$ cat src/rtl/wrr_pkt_scheduler_if.sv
// Request/grant bundle between the output-queue read path and the WRR scheduler.
// Holds the per-queue requests, the weight programming strobe and the grant outputs.
interface wrr_pkt_scheduler_if #(
  parameter int ARB_NUM = 8,
  parameter int W       = 4
);
  localparam int IDX_W = $clog2(ARB_NUM);

  logic [ARB_NUM-1:0]   iReq;
  logic                 iDone;
  logic [ARB_NUM*W-1:0] iWeight;
  logic                 iWeightLoad;
  logic [ARB_NUM-1:0]   oGnt;
  logic                 oGntValid;
  logic [IDX_W-1:0]     oGntIdx;
  logic                 oRefresh;

  modport slave  (input iReq, iDone, iWeight, iWeightLoad,
                  output oGnt, oGntValid, oGntIdx, oRefresh);
  modport master (output iReq, iDone, iWeight, iWeightLoad,
                  input oGnt, oGntValid, oGntIdx, oRefresh);
endinterface

$ cat src/rtl/wrr_pkt_scheduler.sv
// Packet-granular weighted round-robin scheduler: one grant held per packet,
// credits refilled from the weights once no requesting queue has credit left.
module wrr_pkt_scheduler #(
  parameter int WEIGHT_NUM = 8,
  parameter int ARB_NUM    = 8
) (
  input  logic              iClk,
  input  logic              iRst,
  wrr_pkt_scheduler_if.slave bus
);
  localparam int W     = $clog2(WEIGHT_NUM) + 1;
  localparam int IDX_W = $clog2(ARB_NUM);

  typedef enum logic {IDLE, BUSY} state_t;

  state_t                    state_q, state_d;
  logic [IDX_W-1:0]          ptr_q, ptr_d;
  logic [ARB_NUM-1:0]        gnt_q, gnt_d;
  logic [IDX_W-1:0]          idx_q, idx_d;
  logic                      refresh_q, refresh_d;
  logic [ARB_NUM-1:0][W-1:0] weight_q, weight_d;
  logic [ARB_NUM-1:0][W-1:0] credit_q, credit_d;

  logic [ARB_NUM-1:0] elig;
  logic               found;
  logic [IDX_W-1:0]   win;
  logic [IDX_W:0]     sum;
  logic [IDX_W-1:0]   cand;

  always_comb begin
    for (int i = 0; i < ARB_NUM; i++) elig[i] = bus.iReq[i] & (credit_q[i] != '0);
  end

  // Rotating priority scan starting at the round-robin pointer.
  always_comb begin
    found = 1'b0;
    win   = '0;
    sum   = '0;
    cand  = '0;
    for (int k = 0; k < ARB_NUM; k++) begin
      sum = {1'b0, ptr_q} + (IDX_W+1)'(k);
      if (sum >= (IDX_W+1)'(ARB_NUM)) sum = sum - (IDX_W+1)'(ARB_NUM);
      cand = sum[IDX_W-1:0];
      if (!found && elig[cand]) begin
        found = 1'b1;
        win   = cand;
      end
    end
  end

  always_comb begin
    state_d   = state_q;
    ptr_d     = ptr_q;
    gnt_d     = gnt_q;
    idx_d     = idx_q;
    refresh_d = 1'b0;
    weight_d  = weight_q;
    credit_d  = credit_q;
    case (state_q)
      IDLE: begin
        if (found) begin
          gnt_d      = '0;
          gnt_d[win] = 1'b1;
          idx_d      = win;
          state_d    = BUSY;
          ptr_d      = (win == IDX_W'(ARB_NUM-1)) ? '0 : win + 1'b1;
          if (credit_q[win] != '0) credit_d[win] = credit_q[win] - W'(1);
        end else if (bus.iReq != '0) begin
          credit_d  = weight_q;
          refresh_d = 1'b1;
        end
      end
      BUSY: begin
        if (bus.iDone) begin
          gnt_d   = '0;
          idx_d   = '0;
          state_d = IDLE;
        end
      end
      default: state_d = IDLE;
    endcase
    // A load replaces both weight and credit; any same-cycle refill or decrement is lost.
    if (bus.iWeightLoad) begin
      for (int i = 0; i < ARB_NUM; i++) begin
        weight_d[i] = bus.iWeight[(ARB_NUM-1-i)*W +: W];
        credit_d[i] = bus.iWeight[(ARB_NUM-1-i)*W +: W];
      end
      refresh_d = 1'b0;
    end
  end

  always_ff @(posedge iClk) begin
    if (iRst) begin
      state_q   <= IDLE;
      ptr_q     <= '0;
      gnt_q     <= '0;
      idx_q     <= '0;
      refresh_q <= 1'b0;
      weight_q  <= '1;
      credit_q  <= '1;
    end else begin
      state_q   <= state_d;
      ptr_q     <= ptr_d;
      gnt_q     <= gnt_d;
      idx_q     <= idx_d;
      refresh_q <= refresh_d;
      weight_q  <= weight_d;
      credit_q  <= credit_d;
    end
  end

  assign bus.oGnt      = gnt_q;
  assign bus.oGntValid = |gnt_q;
  assign bus.oGntIdx   = idx_q;
  assign bus.oRefresh  = refresh_q;
endmodule

$ cat src/flat_wrapper.sv
// flat-port wrapper written by rule: the top's interface ports become plain ports
module wrr_pkt_scheduler_flat 
#(
  parameter int WEIGHT_NUM = 8,
  parameter int ARB_NUM    = 8
)
  (iClk, iRst, bus_iReq, bus_iDone, bus_iWeight, bus_iWeightLoad, bus_oGnt, bus_oGntValid, bus_oGntIdx, bus_oRefresh);
  wrr_pkt_scheduler_if #(.ARB_NUM(ARB_NUM), .W(($clog2((8)) + 1))) bus_i ();
  input  logic iClk;
  input  logic iRst;
  input wire logic [$bits(bus_i.iReq)-1:0] bus_iReq;
  input wire logic [$bits(bus_i.iDone)-1:0] bus_iDone;
  input wire logic [$bits(bus_i.iWeight)-1:0] bus_iWeight;
  input wire logic [$bits(bus_i.iWeightLoad)-1:0] bus_iWeightLoad;
  output wire logic [$bits(bus_i.oGnt)-1:0] bus_oGnt;
  output wire logic [$bits(bus_i.oGntValid)-1:0] bus_oGntValid;
  output wire logic [$bits(bus_i.oGntIdx)-1:0] bus_oGntIdx;
  output wire logic [$bits(bus_i.oRefresh)-1:0] bus_oRefresh;
  assign bus_i.iReq = bus_iReq;
  assign bus_i.iDone = bus_iDone;
  assign bus_i.iWeight = bus_iWeight;
  assign bus_i.iWeightLoad = bus_iWeightLoad;
  assign bus_oGnt = bus_i.oGnt;
  assign bus_oGntValid = bus_i.oGntValid;
  assign bus_oGntIdx = bus_i.oGntIdx;
  assign bus_oRefresh = bus_i.oRefresh;
  wrr_pkt_scheduler #(.WEIGHT_NUM(WEIGHT_NUM), .ARB_NUM(ARB_NUM)) u_core (.iClk(iClk), .iRst(iRst), .bus(bus_i));
endmodule
$ cat config.mk
export PLATFORM = sky130hd
export DESIGN_NAME = wrr_pkt_scheduler_flat
export DESIGN_NICKNAME = d
export VERILOG_FILES = /design/src/rtl/wrr_pkt_scheduler_if.sv /design/src/rtl/wrr_pkt_scheduler.sv /design/src/flat_wrapper.sv
export SDC_FILE = /design/constraint.sdc
export NUM_CORES = 1
export LEC_CHECK = 0
export CORE_ASPECT_RATIO = 0.7
export CORE_MARGIN = 2
export CORE_UTILIZATION = 60
export CTS_CLUSTER_SIZE = 24
export DETAILED_ROUTE_END_ITERATION = 16
export PLACE_DENSITY = 0.91
export SYNTH_ARGS = -nofsm -noshare
export SYNTH_HDL_FRONTEND = slang
export SYNTH_SLANG_ARGS = --single-unit
$ cat constraint.sdc
create_clock -name iClk -period 16.35 [get_ports iClk]
set_clock_uncertainty 0.2 [all_clocks]
set_input_delay 4.0875 -clock iClk [delete_from_list [all_inputs] [get_ports iClk]]
set_output_delay 4.0875 -clock iClk [all_outputs]
set_load 0.02 [all_outputs]
==> Word level (Yosys, flattened, before mapping) <==
Cells that the tools add are included.
{ "classes": {"add_sub_neg": 17, "n_mux": 63, "n_reduce_logical": 31, "magnitude_cmp": 18, "n_bitwise": 9, "n_eq_ne": 5} }
{ "op_table": {"columns": ["cell", "count"], "rows": [
  ["32-bit two-way mux", 5],
  ["3-bit two-way mux", 19],
  ["3-bit by 4-bit < comparator with 1-bit output (second input constant)", 9],
  ["4-bit nonzero test", 9],
  ["32-bit bitwise mux", 1],
  ["4-bit greater-or-equal comparator (second input constant)", 7],
  ["1-bit binary-select mux with 3-bit select", 8],
  ["3-bit by 1-bit subtractor with 3-bit output (second input constant)", 8],
  ["1-bit two-way mux", 20],
  ["3-bit by 3-bit adder with 4-bit output (second input constant)", 4],
  ["8-bit two-way mux", 2],
  ["8-bit case mux with 2 select lines", 1],
  ["4-bit binary-select mux with 3-bit select", 1],
  ["4-bit demux with 3-bit select", 1],
  ["3-bit by 2-bit adder with 4-bit output (second input constant)", 2],
  ["1-bit AND", 8],
  ["1-bit logical AND", 8],
  ["4-bit two-way mux", 2],
  ["8-bit nonzero test", 1],
  ["8-bit OR reduction", 1],
  ["1-bit logical NOT", 7],
  ["3-bit case mux with 2 select lines", 1],
  ["3-bit by 1-bit adder with 4-bit output (second input constant)", 1],
  ["3-bit by 4-bit greater-or-equal comparator with 1-bit output (second input constant)", 1],
  ["14 further kinds", 16]
]} }
{ "word_totals": {"ff_bits": 80, "input_bits": 44} }

==> Depth between registers and ports, before layout <==
{ "depth": {"depth_word": 35, "mapped_depth": 26, "depth_no_buf": 20} }

==> Least setup slack after synthesis <==
OpenSTA, ideal clock, no wires.
{ "synth_timing": {"kind": "input to register", "startpoint": "input bus_iReq[1]", "endpoint": "register u_core.credit_q[6] (netlist bit)", "t_arrival_ps": 8345, "path_stages": 19, "path_buffers": 2, "path_slack_ps": 7683, "cell_sequence": "o41a_1 > mux4_2 > a22oi_2 > a22oi_2 > or3_1 > buf_2 > or4_4 > o21ai_4 > buf_2 > mux2i_1 > o22ai_1 > a211oi_1 > inv_1 > ha_1 > nand2_1 > a211oi_4 > a221oi_1 > nor3b_1 > a311o_1"} }
{ "synth_between": {"elab_chain_cells": 34, "elab_cells_between_ends": 65, "cone_classes": "1 x add/sub; 2 x order compare; 1 x eq/ne; 41 x mux; 1 x bitwise; 19 x reduce/logical"} }
{ "synth_lines": {"columns": ["item", "line_no", "rtl"], "rows": [
  ["start: declaration", "flat_wrapper.sv:11", "input wire logic [$bits(bus_i.iReq)-1:0] bus_iReq;"],
  ["branches (longest 34 deep; another with 1-bit binary-select mux with 3-bit select)", null, null],
  ["end signal: assignment", "wrr_pkt_scheduler.sv:108", "credit_q <= credit_d;"],
  ["end: declaration", "wrr_pkt_scheduler.sv:22", "logic [ARB_NUM-1:0][W-1:0] credit_q, credit_d;"]
]} }
Parallel ways; which one is timed is not known. The select of a mux whose other input is x is not followed.
A chain may end at the register's enable or synchronous reset.

==> Worst setup path after layout <==
{ "layout_timing": {"startpoint": "input bus_iReq[5]", "endpoint": "register u_core.credit_q[27] (netlist bit)"} }
Same word-level chain as after synthesis.

==> flow_summary.toml <==
[setup_path]
cp-start-kind = "input port"
end_kind = "register"
cp.arrival_ns = 10.56
crit_type = "in2reg"
cp_max_fo = 22
critPathCapture = "u_core.credit_q[27]"
max_stage_delay_ns = 0.89
worst-r2r-cell-count = 20
r2r_end = "u_core.credit_q[27]"
crit_required_ns = 16.37
reg2reg_setup_slack_ns = 8.07
crit_chain = "clkdlybuf4s50_1 -> o41ai_2 -> mux4_2 -> o311a_1 -> a22oi_2 -> or3_1 -> o211a_1 -> a21o_1 -> clkinv_1 -> nand2_1 -> a211oi_1 -> a211oi_1 -> inv_1 -> ha_1 -> nand2_1 -> a211oi_4 -> a21oi_2 -> o21ai_1 -> o32a_1"
critPathLaunch = "bus_iReq[5]"
crit_slowest_cell = "a21oi_2"
reg2reg_from = "u_core.ptr_q[1]"

[clock_tree]
cts_resized = 0
clk_latency_ns = 0.34
cts.sinks = 80
postCtsSetupBuffers = 0
cts_buffers = 9
cts_hold_buf = 0
root_buffer = "clkbuf_16"
cts_tree = "done"
cts.reportedPaths.clkPinSlew_ns = 0.06
clock_path_buffers = 2
htree_levels = 3

[floorplanning]
rows = 29
fp.dieW_microns = 119
core_sq_um = 9030
start_util_pct = 61.3
die-area_sq_um = 10000
ioPinCount = 57
dieHeight_microns = 84.4

[grt]
grt_use_total_pct = 38.3
grt_start_max_net_pins = 71
grt.overflow.total = 0
grt_pass1_vias = 5506
antenna_found_initial = 0
grt_pass1_wl_microns = 29900

[final_layout]
final_cell_mix = "dfxtp_1, nor2_1, nand2_1, clkdlybuf4s50_1, o21ai_0"
nets = 758
final_area_sq_um = 6370
drive_gt1_share_pct = 8.56
n_antenna_cell = 0
final_common_cell = "dfxtp_1"
nFillCells = 701
area_growth_pct = 14.9

[pwr]
power.share.sequential_pct = 19.7
max-vdd-ir-drop_mv = 0.180
power_density_nw_per_um2 = 247
switchingPower_uw = 866
leakage_nw = 2.50
p_clk_share_pct = 11.7
intPower_uw = 708
switching_share_pct = 55.0
combPwrFrac_pct = 68.6

[drt]
num_vias = 6003
post-route-drc-count = 0
drtIter0Drc = 875
wirelength_microns = 19300
wire_per_inst_microns = 23.0
drt-pass1-iter-count = 8
drtAntennaViolNets = 0
vias_per_cell = 7.17

[worst_hold_path]
hold_start = "u_core.weight_q[11]"
hold_path_class = "reg2reg"

[synthesis]
synth_cell_types = 82
synth-async-reset-ratio_pct = 0
ys_ff_latch = 80
yosysSeqAreaShare_pct = 28.9
netlist_top_cells_area = "dfxtp_1, mux2i_1, nor2_1"
syn-cell-area_sq_um = 5540
syn_nets = 732
synth_flop_cell = "dfxtp_1"
yosys.area.top_type = "dfxtp_1"
synth_top_family_by_area = "compound AO/OA/AOI/OAI gates"
synth_edf_count = 0
synth_area_per_cell_sq_um = 8.13
synth_warnings = 0
synth_cells = 682
yosys.area_share.simple_pct = 18.9
synth_fa_ha_area_share_pct = 1.35
synth_compound_gate_area_share_pct = 33.6
synth_top_area_share_pct = 28.9
synth_xor_area_share_pct = 1.26
synth_mux_area_share_pct = 10.0

[timing]
setup_viol = 0
worst_pin_slew_ns = 1.17
slew_viol_final = 0
min_period_over_period_pct = 64.4
tns_ns = 0
rsz0062_at_grt = "no"
max-slew-margin-rel_pct = 21.1
hold_violations = 0
fmax_mhz = 94.9
post-route-min-period_ns = 10.54

[place]
hpwl_microns = 14000
port_buffers = 56
placed_cell_area_sq_um = 6100
routabilityCongestion = 1.10

[run_status]
status = "completed"

[job]
max_cap_viol_count = 0
-- metal layers --
metal / share of wire [%] / track usage [%]
met5: 0 / 0
met4: 3.1 / 13.3
met3: 14 / 15.6
met2: 40 / 53.6
met1: 43 / 53.3
-- worst min path at each step --
stage / to / cells past startpoint
2_1_floorplan: u_core.weight_q[31] / 2
4_1_cts: u_core.weight_q[30] / 2
6_report: u_core.weight_q[11] / 2
3_5_place_dp: u_core.weight_q[11] / 2
3_3_place_gp: u_core.weight_q[31] / 2
5_1_grt: u_core.weight_q[11] / 2
-- critical path, delay by kind of cell --
kind	cells	cell delay, ns
buffers and inverters	3	1.25
AOI/OAI and AO/OA	11	3.57
muxes	1	0.63
and+or+nand+nor	3	0.78
adders and majority gates	1	0.22
-- through the flow --
stage / instances / utilization, % / power (mW) / hold slack (ns) / worst slack [ns]
floorplan: 682 / - / 1.05 / 0.227 / 7.68
global placement: 821 / 67.6 / 1.31 / 0.238 / 5.94
detailed placement: 821 / 67.6 / 1.33 / 0.250 / 5.77
CTS: 837 / 70.5 / 1.52 / 0.263 / 6.08
global route: 837 / 70.5 / 1.64 / 0.289 / 5.49
finish: 837 / 70.5 / 1.57 / 0.257 / 5.81
-- flip-flops by register name (all words and copies together), names as in the netlist --
register             count
u_core.bus.oGnt          8
u_core.bus.oGntIdx       3
u_core.bus.oRefresh      1
u_core.credit_q         32
u_core.ptr_q             3
u_core.state_q           1
u_core.weight_q         32
-- layout make-up --
type	instances	area (sq um)	area share, %
well taps	124	155	2.44
clock inverters	6	36.3	0.570
flip-flops and latches	80	1600	25.1
repair buffers	62	598	9.39
inverters	33	126	1.98
multi-input cells	522	3620	56.9
clock buffers	10	229	3.60
-- Yosys cell counts (11+ instances only) --
master,n
mux2i_1,28
nor4_1,11
a22oi_1,25
nand2b_1,21
nand3_1,20
a21oi_1,39
nor2_1,64
o211ai_1,16
o21ai_0,41
dfxtp_1,80
inv_1,27
clkbuf_1,32
o22ai_1,13
nand2_1,54
-- logic make-up (layout without fill, tap and decap cells) --
logic type,after synthesis,count (layout)
adder cells (fa/ha/maj),6,6
XOR/XNOR,8,8
AND/OR/NAND/NOR,214,214
multiplexers,43,43
flip-flops,80,80
buffers and inverters,80,111
AO/OA/AOI/OAI,251,251
-- power by group through the flow --
stage          Sequential [mW]  Combinational (mW)  Clock, mW
6_report                 0.310                1.08      0.184
5_1_grt                  0.309                1.14      0.193
4_1_cts                  0.303                1.03      0.185
3_5_place_dp             0.306                1.02          0
3_3_place_gp             0.306                1.01          0
2_1_floorplan            0.284               0.761          0
Note: power is estimated with default switching activity, not from simulation.
